--- config.mk ---
export PLATFORM = sky130hd
export DESIGN_NAME = bist_engine_param
export DESIGN_NICKNAME = d
export VERILOG_FILES = /design/src/rtl/bist_engine_param.sv
export SDC_FILE = /design/constraint.sdc
export NUM_CORES = 1
export LEC_CHECK = 0
export BUFFER_PORTS_ARGS = -buffer_cell sky130_fd_sc_hd__clkbuf_2
export CORE_MARGIN = 4
export CORE_UTILIZATION = 35
export DETAILED_ROUTE_END_ITERATION = 10
export GPL_ROUTABILITY_DRIVEN = 0
export PLACE_DENSITY = 0.62
export SYNTH_ARGS = -nofsm -noshare
export SYNTH_HDL_FRONTEND = slang
export SYNTH_SLANG_ARGS = --single-unit
export TNS_END_PERCENT = 100
--- constraint.sdc ---
create_clock -name CLK -period 4.2 [get_ports CLK]
set_clock_uncertainty 0.15 [all_clocks]
set_input_delay 0 -clock CLK [delete_from_list [all_inputs] [get_ports CLK]]
set_output_delay 0 -clock CLK [all_outputs]
set_load 0.01 [all_outputs]
--- src/rtl/bist_engine_param.sv ---
// bist_engine_param: logic-BIST engine (LFSR stimulus, MISR compaction, golden compare); BIST_RESEED_EN reloads the LFSR with SEED2 at mid-run
module bist_engine_param #(
  parameter int                 LFSR_W     = 8,
  parameter logic [LFSR_W-1:0]  LFSR_TAPS  = 8'h1D,
  parameter logic [LFSR_W-1:0]  SEED       = 8'h01,
  parameter int                 MISR_W     = 21,
  parameter logic [MISR_W-1:0]  MISR_TAPS  = 21'h000005,
  parameter int                 N_IN       = 3,
  parameter int                 N_OUT      = 3,
  parameter int                 N_PATTERNS = 16,
  parameter int                 SCAN_LEN   = 8,
  parameter logic [MISR_W-1:0]  GOLDEN     = 21'h0,
  parameter logic [LFSR_W-1:0]  SEED2      = 8'h5A
) (
  input  logic              CLK,
  input  logic              RST,
  input  logic              bist_start,
  input  logic [N_IN-1:0]   func_in,
  input  logic [N_OUT-1:0]  cut_resp,
  output logic [N_IN-1:0]   cut_in,
  output logic              scan_en,
  output logic              scan_in,
  output logic              bist_running,
  output logic              bist_end,
  output logic              pass_fail,
  output logic [MISR_W-1:0] signature
);
  localparam int SW = $clog2(SCAN_LEN + 1);
  localparam int PW = $clog2(N_PATTERNS + 1);
  localparam logic [LFSR_W-1:0] SEED_NZ  = (SEED == '0) ? LFSR_W'(1) : SEED;
  localparam logic [LFSR_W-1:0] SEED2_NZ = (SEED2 == '0) ? LFSR_W'(1) : SEED2;
  typedef enum logic [2:0] {S_IDLE, S_SEED, S_SHIFT, S_CAPTURE, S_COMPARE, S_DONE} state_t;
  state_t state_q, state_d;
  logic [LFSR_W-1:0] lfsr_q, lfsr_d, lfsr_step;
  logic [MISR_W-1:0] misr_q, misr_d, misr_step;
  logic [SW-1:0] shift_q, shift_d;
  logic [PW-1:0] pat_q, pat_d, pat_inc;
  logic pf_q, pf_d, sen_q, sen_d, run_q, run_d, end_q, end_d;
  logic last_shift, last_pat, reseed;
  // next-state, datapath steps and registered output decode
  always_comb begin
    lfsr_step = {lfsr_q[LFSR_W-2:0], 1'b0} ^ (lfsr_q[LFSR_W-1] ? LFSR_TAPS : '0);
    misr_step = {misr_q[MISR_W-2:0], 1'b0} ^ (misr_q[MISR_W-1] ? MISR_TAPS : '0) ^ MISR_W'(cut_resp);
    pat_inc = pat_q + PW'(1);
    last_shift = shift_q == SW'(SCAN_LEN - 1);
    last_pat = pat_inc == PW'(N_PATTERNS);
`ifdef BIST_RESEED_EN
    reseed = (N_PATTERNS >= 2) && (pat_inc == PW'(N_PATTERNS / 2));
`else
    reseed = 1'b0;
`endif
    state_d = state_q;
    lfsr_d = lfsr_q;
    misr_d = misr_q;
    shift_d = shift_q;
    pat_d = pat_q;
    pf_d = pf_q;
    unique case (state_q)
      S_IDLE, S_DONE: begin
        state_d = bist_start ? S_SEED : state_q;
        pf_d = bist_start ? 1'b0 : pf_q;
      end
      S_SEED: begin
        lfsr_d = SEED_NZ;
        misr_d = '0;
        shift_d = '0;
        pat_d = '0;
        state_d = S_SHIFT;
      end
      S_SHIFT: begin
        lfsr_d = lfsr_step;
        misr_d = misr_step;
        shift_d = shift_q + SW'(1);
        state_d = last_shift ? S_CAPTURE : S_SHIFT;
      end
      S_CAPTURE: begin
        lfsr_d = reseed ? SEED2_NZ : lfsr_step;
        misr_d = misr_step;
        pat_d = pat_inc;
        shift_d = '0;
        state_d = last_pat ? S_COMPARE : S_SHIFT;
      end
      S_COMPARE: begin
        pf_d = misr_q == GOLDEN;
        state_d = S_DONE;
      end
      default: state_d = S_IDLE;
    endcase
    sen_d = state_d == S_SHIFT;
    run_d = state_d inside {S_SEED, S_SHIFT, S_CAPTURE, S_COMPARE};
    end_d = state_d == S_DONE;
  end
  // state and datapath registers with synchronous reset
  always_ff @(posedge CLK) begin
    if (RST) begin
      state_q <= S_IDLE;
      lfsr_q <= '0;
      misr_q <= '0;
      shift_q <= '0;
      pat_q <= '0;
      pf_q <= 1'b0;
      sen_q <= 1'b0;
      run_q <= 1'b0;
      end_q <= 1'b0;
    end else begin
      state_q <= state_d;
      lfsr_q <= lfsr_d;
      misr_q <= misr_d;
      shift_q <= shift_d;
      pat_q <= pat_d;
      pf_q <= pf_d;
      sen_q <= sen_d;
      run_q <= run_d;
      end_q <= end_d;
    end
  end
  assign cut_in = run_q ? lfsr_q[N_IN-1:0] : func_in;
  assign scan_in = lfsr_q[0];
  assign scan_en = sen_q;
  assign bist_running = run_q;
  assign bist_end = end_q;
  assign pass_fail = pf_q;
  assign signature = misr_q;
endmodule

==> metrics, run 1 <==
outcome complete, no violations; area growth from synthesis to layout 16.43%; data arrival time of the worst path 2.25 ns; mean area per synthesized cell 9.121 um^2; r2r endpoint signature[7]$_SDFFE_PP0P_; overall fraction of global-route tracks in use 12.82%; synthesized netlist cell count 207; required time worst endpoint 4.26 ns; vias in the first global route 1445; Initial Util 36.50%; Port Buf Inserts 37; fin cells 311; Post CTS Setup Buffer Count 0; Final Cycle Share 52.23%; Final Total Pwr 767.5 uW; number of DRC markers in iteration 0 97; setup violation total in the final timing report 0; FF-to-FF Start state_q[1]$_SDFF_PP0_; source-to-sink clock delay at the later pin of the worst-skew pair 0.29 ns; maximum net fanout on the critical path 29; sequential area share after synthesis 47.71%; FF+latch count, synth 45; wire length of the first global-routing pass 6679 um; Longest Clk Path Bufs 2; total count of hold-check failures in the final report 0; Min Clock Period, post-route 2.194 ns; clock transition at the registers of the reported paths 0.08 ns; power per cell area 349.1 mW/mm^2; total grt overflow 0; die boundary width 81.45 um; worst setup path startpoint state_q[1]$_SDFF_PP0_; pin count of the biggest net entering global routing 47; register-to-register path setup slack 2.01 ns; floorplan row count 26; unrepaired setup endpoints after global routing no; worst ir drop on vdd 0.1547 mV; met2 global-route usage 20.60%; number of antenna violations at the first check in global routing 0; number of hold buffers added after CTS 3; height of the die 81.45 um; I/O Pins 38; TNS Setup 0 ns; DP Wirelength 2558 um; number of nets with antenna violations after routing 0; final core utilization 42.50%; nets in the synthesized netlist 218; reg2reg path depth 4; routing usage on met3 2.851%; unique cell type count in the Yosys netlist 38; Startpoint Class flop; Remaining DRCs 0; average wire per cell in the routed design 12.64 um; Min Hold Slack 0.02344 ns; max-slew violation count 0; Yosys warnings 0; Fmax achieved 455.9 MHz; clock tree from TritonCTS done; maximum level of the CTS H-tree 2; TritonCTS Buffers 5; Leakage 0.8946 nW; cell at the root of the clock tree clkbuf_8; busiest grt layer met2; transition at the pin with the smallest max-transition slack 1.121 ns; number of instances in the placed design 300; CORE AREA 0.005172 mm^2; post-CTS sizing 0; layout cell share with drive strength beyond 1 21.99%; number of vias after detailed routing 1566; max-slew headroom at the worst pin 25.20%; routing usage on met1 16.24%; fillers 521; detailed-route vias per instance 5.035; Sinks on Clock Net 45; critical path endpoint category flop; Cell Area, Synth 0.001888 mm^2; endpoint of the worst setup timing path signature[7]$_SDFFE_PP0P_; final WL 3931 um; critical path type flop to flop; Max-cap violations 0; Die Area 0.006633 mm^2; classification of the worst-slack hold path input port to flop; first-pass iteration count of the detailed router 4; count of inserted antenna diode cells 0; final layout net count 251
==> cell usage after synthesis (all sizes together) <==
library cell | count | area (um^2)
dfxtp | 45 | 900.9
nor2 | 41 | 153.9
a22oi | 29 | 217.7
a21oi | 10 | 53.80
nor3 | 9 | 50.05
buf | 8 | 55.05
nand2 | 8 | 30.03
clkbuf | 6 | 22.52
nand3 | 5 | 25.02
o21ai | 5 | 25.02
xor2 | 5 | 43.79
nor4 | 4 | 25.02
inv | 3 | 11.26
mux2 | 3 | 33.78
nor2b | 3 | 18.77
xnor2 | 3 | 26.28
a31oi | 2 | 12.51
ha | 2 | 25.02
nand3b | 2 | 27.53
or2b | 2 | 15.01
a21o | 1 | 7.510
a221oi | 1 | 8.760
a2bb2oi | 1 | 8.760
and2b | 1 | 7.510
and4b | 1 | 10.01
mux2i | 1 | 10.01
nand2b | 1 | 6.260
nand4 | 1 | 6.260
nor3b | 1 | 7.510
nor4b | 1 | 15.01
o21bai | 1 | 18.77
o31a | 1 | 8.760
==> metrics by stage <==
stage	setup WS, ns	area (um^2)
2_1_floorplan	2.826	1888
3_3_place_gp	2.092	2086
3_5_place_dp	2.069	2086
4_1_cts	2.057	2198
5_1_grt	1.726	2198
6_report	2.006	2198
==> flip-flops by register name, summed over array words and instances, names as in the netlist <==
name,flops
pat_q,5
state_q,3
signature,21
scan_en,1
bist_end,1
pass_fail,1
lfsr_q,8
shift_q,4
bist_running,1
==> layout make-up <==
class                           count  area, um^2  share of cell area (%)
Sequential cell                    45       900.9                   40.98
Multi-Input combinational cell    145       900.9                   40.98
Timing Repair Buffer               40       215.2                   9.789
Tap cell                           70       87.58                   3.984
Clock buffer                        6       72.57                   3.301
Inverter                            3       11.26                  0.5122
Clock inverter                      2       10.01                  0.4553
==> critical path: stages (launching register included) <==
cell,delay [ns]
dfxtp_1,0.63
inv_1,0.16
nor2_2,0.87
a22oi_1,0.15
nor2_1,0.15
==> metal layers <==
metal / up-vias / wire, um
met2: 33 / 1793
met3: 6 / 159
met5: - / 0
met1: 723 / 1917
met4: 0 / 60
li1: 804 / -
==> how the worst min path moves through the flow <==
stage | startpoint | end | slack, ns | cells after the start
2_1_floorplan | func_in[0] | cut_in[0] | 0.001 | 1
3_3_place_gp | func_in[2] | cut_in[2] | 0.17 | 3
3_5_place_dp | func_in[2] | cut_in[2] | 0.17 | 3
4_1_cts | cut_resp[2] | signature[2]$_SDFFE_PP0P_ | 0.02 | 5
5_1_grt | cut_resp[2] | signature[2]$_SDFFE_PP0P_ | 0.10 | 5
6_report | cut_resp[2] | signature[2]$_SDFFE_PP0P_ | 0.02 | 5
==> report_power, final <==
| part | switching, mW | internal, mW | total (mW) | leakage, nW |
|---|---|---|---|---|
| clock network | 0.139 | 0.115 | 0.254 | 0.0450 |
| logic | 0.0440 | 0.0253 | 0.0692 | 0.486 |
| registers | 0.0109 | 0.433 | 0.444 | 0.364 |
==> cells by family (layout without fill, tap and decap cells) <==
group,Yosys count,after routing,synth area share [%]
fa+ha+maj,2,2,1.325
buf+inv,17,51,4.705
mux,4,4,2.319
xor+xnor,8,8,3.711
flops,45,45,47.71
compound gates,51,51,19.15
simple gates,80,80,21.07
==> cell usage in the layout (no fill, tap or decap), types with 2 or more instances in the layout <==
| cell type | count |
|---|---|
| dfxtp_1 | 45 |
| a21oi_1 | 9 |
| clkinv_2 | 2 |
| nor2_1 | 40 |
| nor4_1 | 4 |
| clkbuf_2 | 37 |
| nand3_1 | 5 |
| or2b_1 | 2 |
| dlygate4sd3_1 | 3 |
| a22oi_1 | 29 |
| xnor2_1 | 3 |
| o21ai_0 | 4 |
| a31oi_1 | 2 |
| nor2b_1 | 3 |
| nand2_1 | 8 |
| xor2_1 | 5 |
| ha_1 | 2 |
| mux2_2 | 3 |
| clkbuf_8 | 5 |
| inv_1 | 3 |
| nor3_1 | 8 |
No activity file was read; power rests on OpenSTA's default activity.
==> run 2, diff against run 1 <==
==> constraint.sdc (replaced) <==
create_clock -name CLK -period 2.1 [get_ports CLK]
set_clock_uncertainty 0.15 [all_clocks]
set_input_delay 0 -clock CLK [delete_from_list [all_inputs] [get_ports CLK]]
set_output_delay 0 -clock CLK [all_outputs]
set_load 0.01 [all_outputs]
==> run 2 against run 1 <==
  * Non-clock buffer count is 5 higher
  * Critical endpoint is now scan_en$_SDFF_PP0_
  * Maximum frequency up 31%
  * Worst hold slack gained 0.089 ns
  * Cell count increased by 1.6%
  * First-iteration DRC count fell by 37%
  * Via count grew 1.5%
  * Largest cell class unchanged
  * Highest routed layer unchanged
  * Register-to-register slack worse by 1.6 ns
==> metrics, run 2 (same netlist as run 1, synthesis figures left out) <==
Remaining DRCs 0 (unchanged); critical path endpoint category flop; net switching component of the power 424.1 uW (+120%); commonest non-fill, non-tap cells in the layout 45 x dfxtp_1, 40 x nor2_1, 37 x clkbuf_2, 29 x a22oi_1, 9 x a21oi_1; height of the die 81.45 um (unchanged); floorplan row count 26 (unchanged); source-to-sink clock delay at the later pin of the worst-skew pair 0.30 ns (about the same); vias in the first global route 1418 (-1.9%); pin count of the biggest net entering global routing 35 (-26%); Min Clock Period, post-route 1.678 ns (-0.5151 ns); outcome complete, no violations; Sinks on Clock Net 45 (unchanged); Max-cap violations 0 (unchanged); layout cell share with drive strength beyond 1 23.58% (+1.6 points); cell with the largest stage delay on the worst path dfxtp_1; data arrival time of the worst path 1.70 ns (-0.55 ns); setup violation total in the final timing report 0 (unchanged); CORE AREA 0.005172 mm^2 (unchanged); overall fraction of global-route tracks in use 12.98% (+0.16 points); total grt overflow 0 (unchanged); power per cell area 750.8 mW/mm^2 (+120%); combinational share of power 9.1% (about the same); wire length of the first global-routing pass 6665 um (-0.21%); maximum net fanout on the critical path 10 (-66%); share of power burned in the clock network 39.3% (+6.2 points); Final Cycle Share 79.93% (+28 points); Die Area 0.006633 mm^2 (unchanged); count of inserted antenna diode cells 0 (unchanged); cell family with most CP delay simple AND/OR/NAND/NOR gates; max-slew violation count 0 (unchanged); final core utilization 43.90% (+1.4 points); number of DRC markers in iteration 0 61 (-37%); maximum level of the CTS H-tree 2 (unchanged); average wire per cell in the routed design 12.76 um (+0.97%); chain of cells forming the critical path buf_4 > inv_1 > nor3_1 > a21oi_2 > nor4b_2; cell at the root of the clock tree clkbuf_8; cell internal pwr 1.281 mW (+120%); Leakage 0.9287 nW (+3.8%); number of vias after detailed routing 1590 (+1.5%); TritonCTS Buffers 5 (unchanged); Post CTS Setup Buffer Count 0 (unchanged); transition at the pin with the smallest max-transition slack 0.7922 ns (-0.3286 ns); classification of the worst-slack hold path input port to flop; total count of hold-check failures in the final report 0 (unchanged); number of antenna violations at the first check in global routing 0 (unchanged); clock transition at the registers of the reported paths 0.09 ns (about the same); DP Wirelength 2646 um (+3.4%); max-slew headroom at the worst pin 47.05% (+22 points); Final WS setup 0.4215 ns (-1.585 ns); first-pass iteration count of the detailed router 4 (unchanged); total buffers and inverters traversed by the critical path 2 (+1); dpl ws 0.4367 ns (-1.632 ns); Startpoint Class flop; clock tree from TritonCTS done; detailed-route vias per instance 5.032 (about the same); TNS Setup 0 ns (unchanged); final WL 4033 um (+2.6%); largest stage delay on the critical path 0.40 ns (-0.47 ns); Fmax achieved 595.8 MHz (+31%); commonest non-fill, non-tap cell in the layout dfxtp_1; Min Hold Slack 0.1120 ns (+0.08851 ns); required time worst endpoint 2.12 ns (-2.14 ns); max reg flops 21 (unchanged); die boundary width 81.45 um (unchanged); net switching fraction of the power 24.87% (-0.34 points); critical path type flop to flop; worst ir drop on vdd 0.4289 mV (+180%); Flop pwr share 51.6% (-6.3 points); final layout net count 256 (+2.0%); Longest Clk Path Bufs 2 (unchanged); Port Buf Inserts 37 (unchanged); unrepaired setup endpoints after global routing no; area growth from synthesis to layout 20.28%; Initial Util 36.50% (unchanged); number of nets with antenna violations after routing 0 (unchanged); I/O Pins 38 (unchanged)
## run 2: cell count changes in the layout (fill, tap and decap cells not counted), sizes merged
cell | previous run | this run
clkbuf | 43 | 42
buf | 0 | 4
dlygate4sd3 | 3 | 4
bufinv | 0 | 1
clkinvlp | 0 | 1
clkinv | 2 | 1
## run 2: timing repair
item / CTS / global route
endpoints found under the hold margin: 4 / 0
hold buffers: 4 / 0
resized for setup: 0 / 0
## run 2: path summary, 6_finish.rpt
path                            cells past startpoint                  start                        end  slack (ns)
worst max register to register                      5  state_q[1]$_SDFF_PP0_         scan_en$_SDFF_PP0_        0.42
worst max-delay path                                5  state_q[1]$_SDFF_PP0_         scan_en$_SDFF_PP0_        0.42
worst min-delay path                                2                    RST  signature[6]$_SDFFE_PP0P_        0.11
worst min register to register                      2  pat_q[4]$_SDFFE_PP0N_      pat_q[4]$_SDFFE_PP0N_        0.34
## run 2: final cells by class
cell class,count,area (um^2)
Fill cell,525,2902
Sequential cell,45,900.9
Multi-Input combinational cell,145,900.9
Timing Repair Buffer,45,255.2
Tap cell,70,87.58
Clock buffer,5,68.82
Clock inverter,3,46.29
Inverter,3,11.26
## run 2: through the flow
stage                     total power [mW]  instance area, um^2  cells
final                                1.705                 2271    316
after global routing                 1.770                 2271    316
after CTS                            1.722                 2271    316
after detailed placement             1.051                 2116    304
after global placement               1.051                 2116    304
after floorplan                      1.013                 1888    207
## run 2: power groups by stage
| stage | sequential, mW | combinational, mW | clock (mW) |
|---|---|---|---|
| 2_1_floorplan | 0.902 | 0.110 | 0 |
| 3_3_place_gp | 0.901 | 0.150 | 0 |
| 3_5_place_dp | 0.901 | 0.150 | 0 |
| 4_1_cts | 0.881 | 0.157 | 0.685 |
| 5_1_grt | 0.884 | 0.171 | 0.715 |
| 6_report | 0.881 | 0.155 | 0.669 |
## run 2: metal layers
| metal | global-route usage (%) | vias to the layer above | part of all wire (%) |
|---|---|---|---|
| li1 | - | 808 | - |
| met1 | 17.44 | 737 | 48 |
| met2 | 19.38 | 40 | 46 |
| met3 | 4.276 | 5 | 4.9 |
| met4 | 4.561 | 0 | 1.2 |
| met5 | 0 | - | 0 |
## run 2: worst register-to-register path: cells and delay by family (launching register included)
kind	cells	cell delay, ns
buffers and inverters	2	0.29
AOI/OAI and AO/OA	1	0.13
DFF	1	0.40
and+or+nand+nor	2	0.58
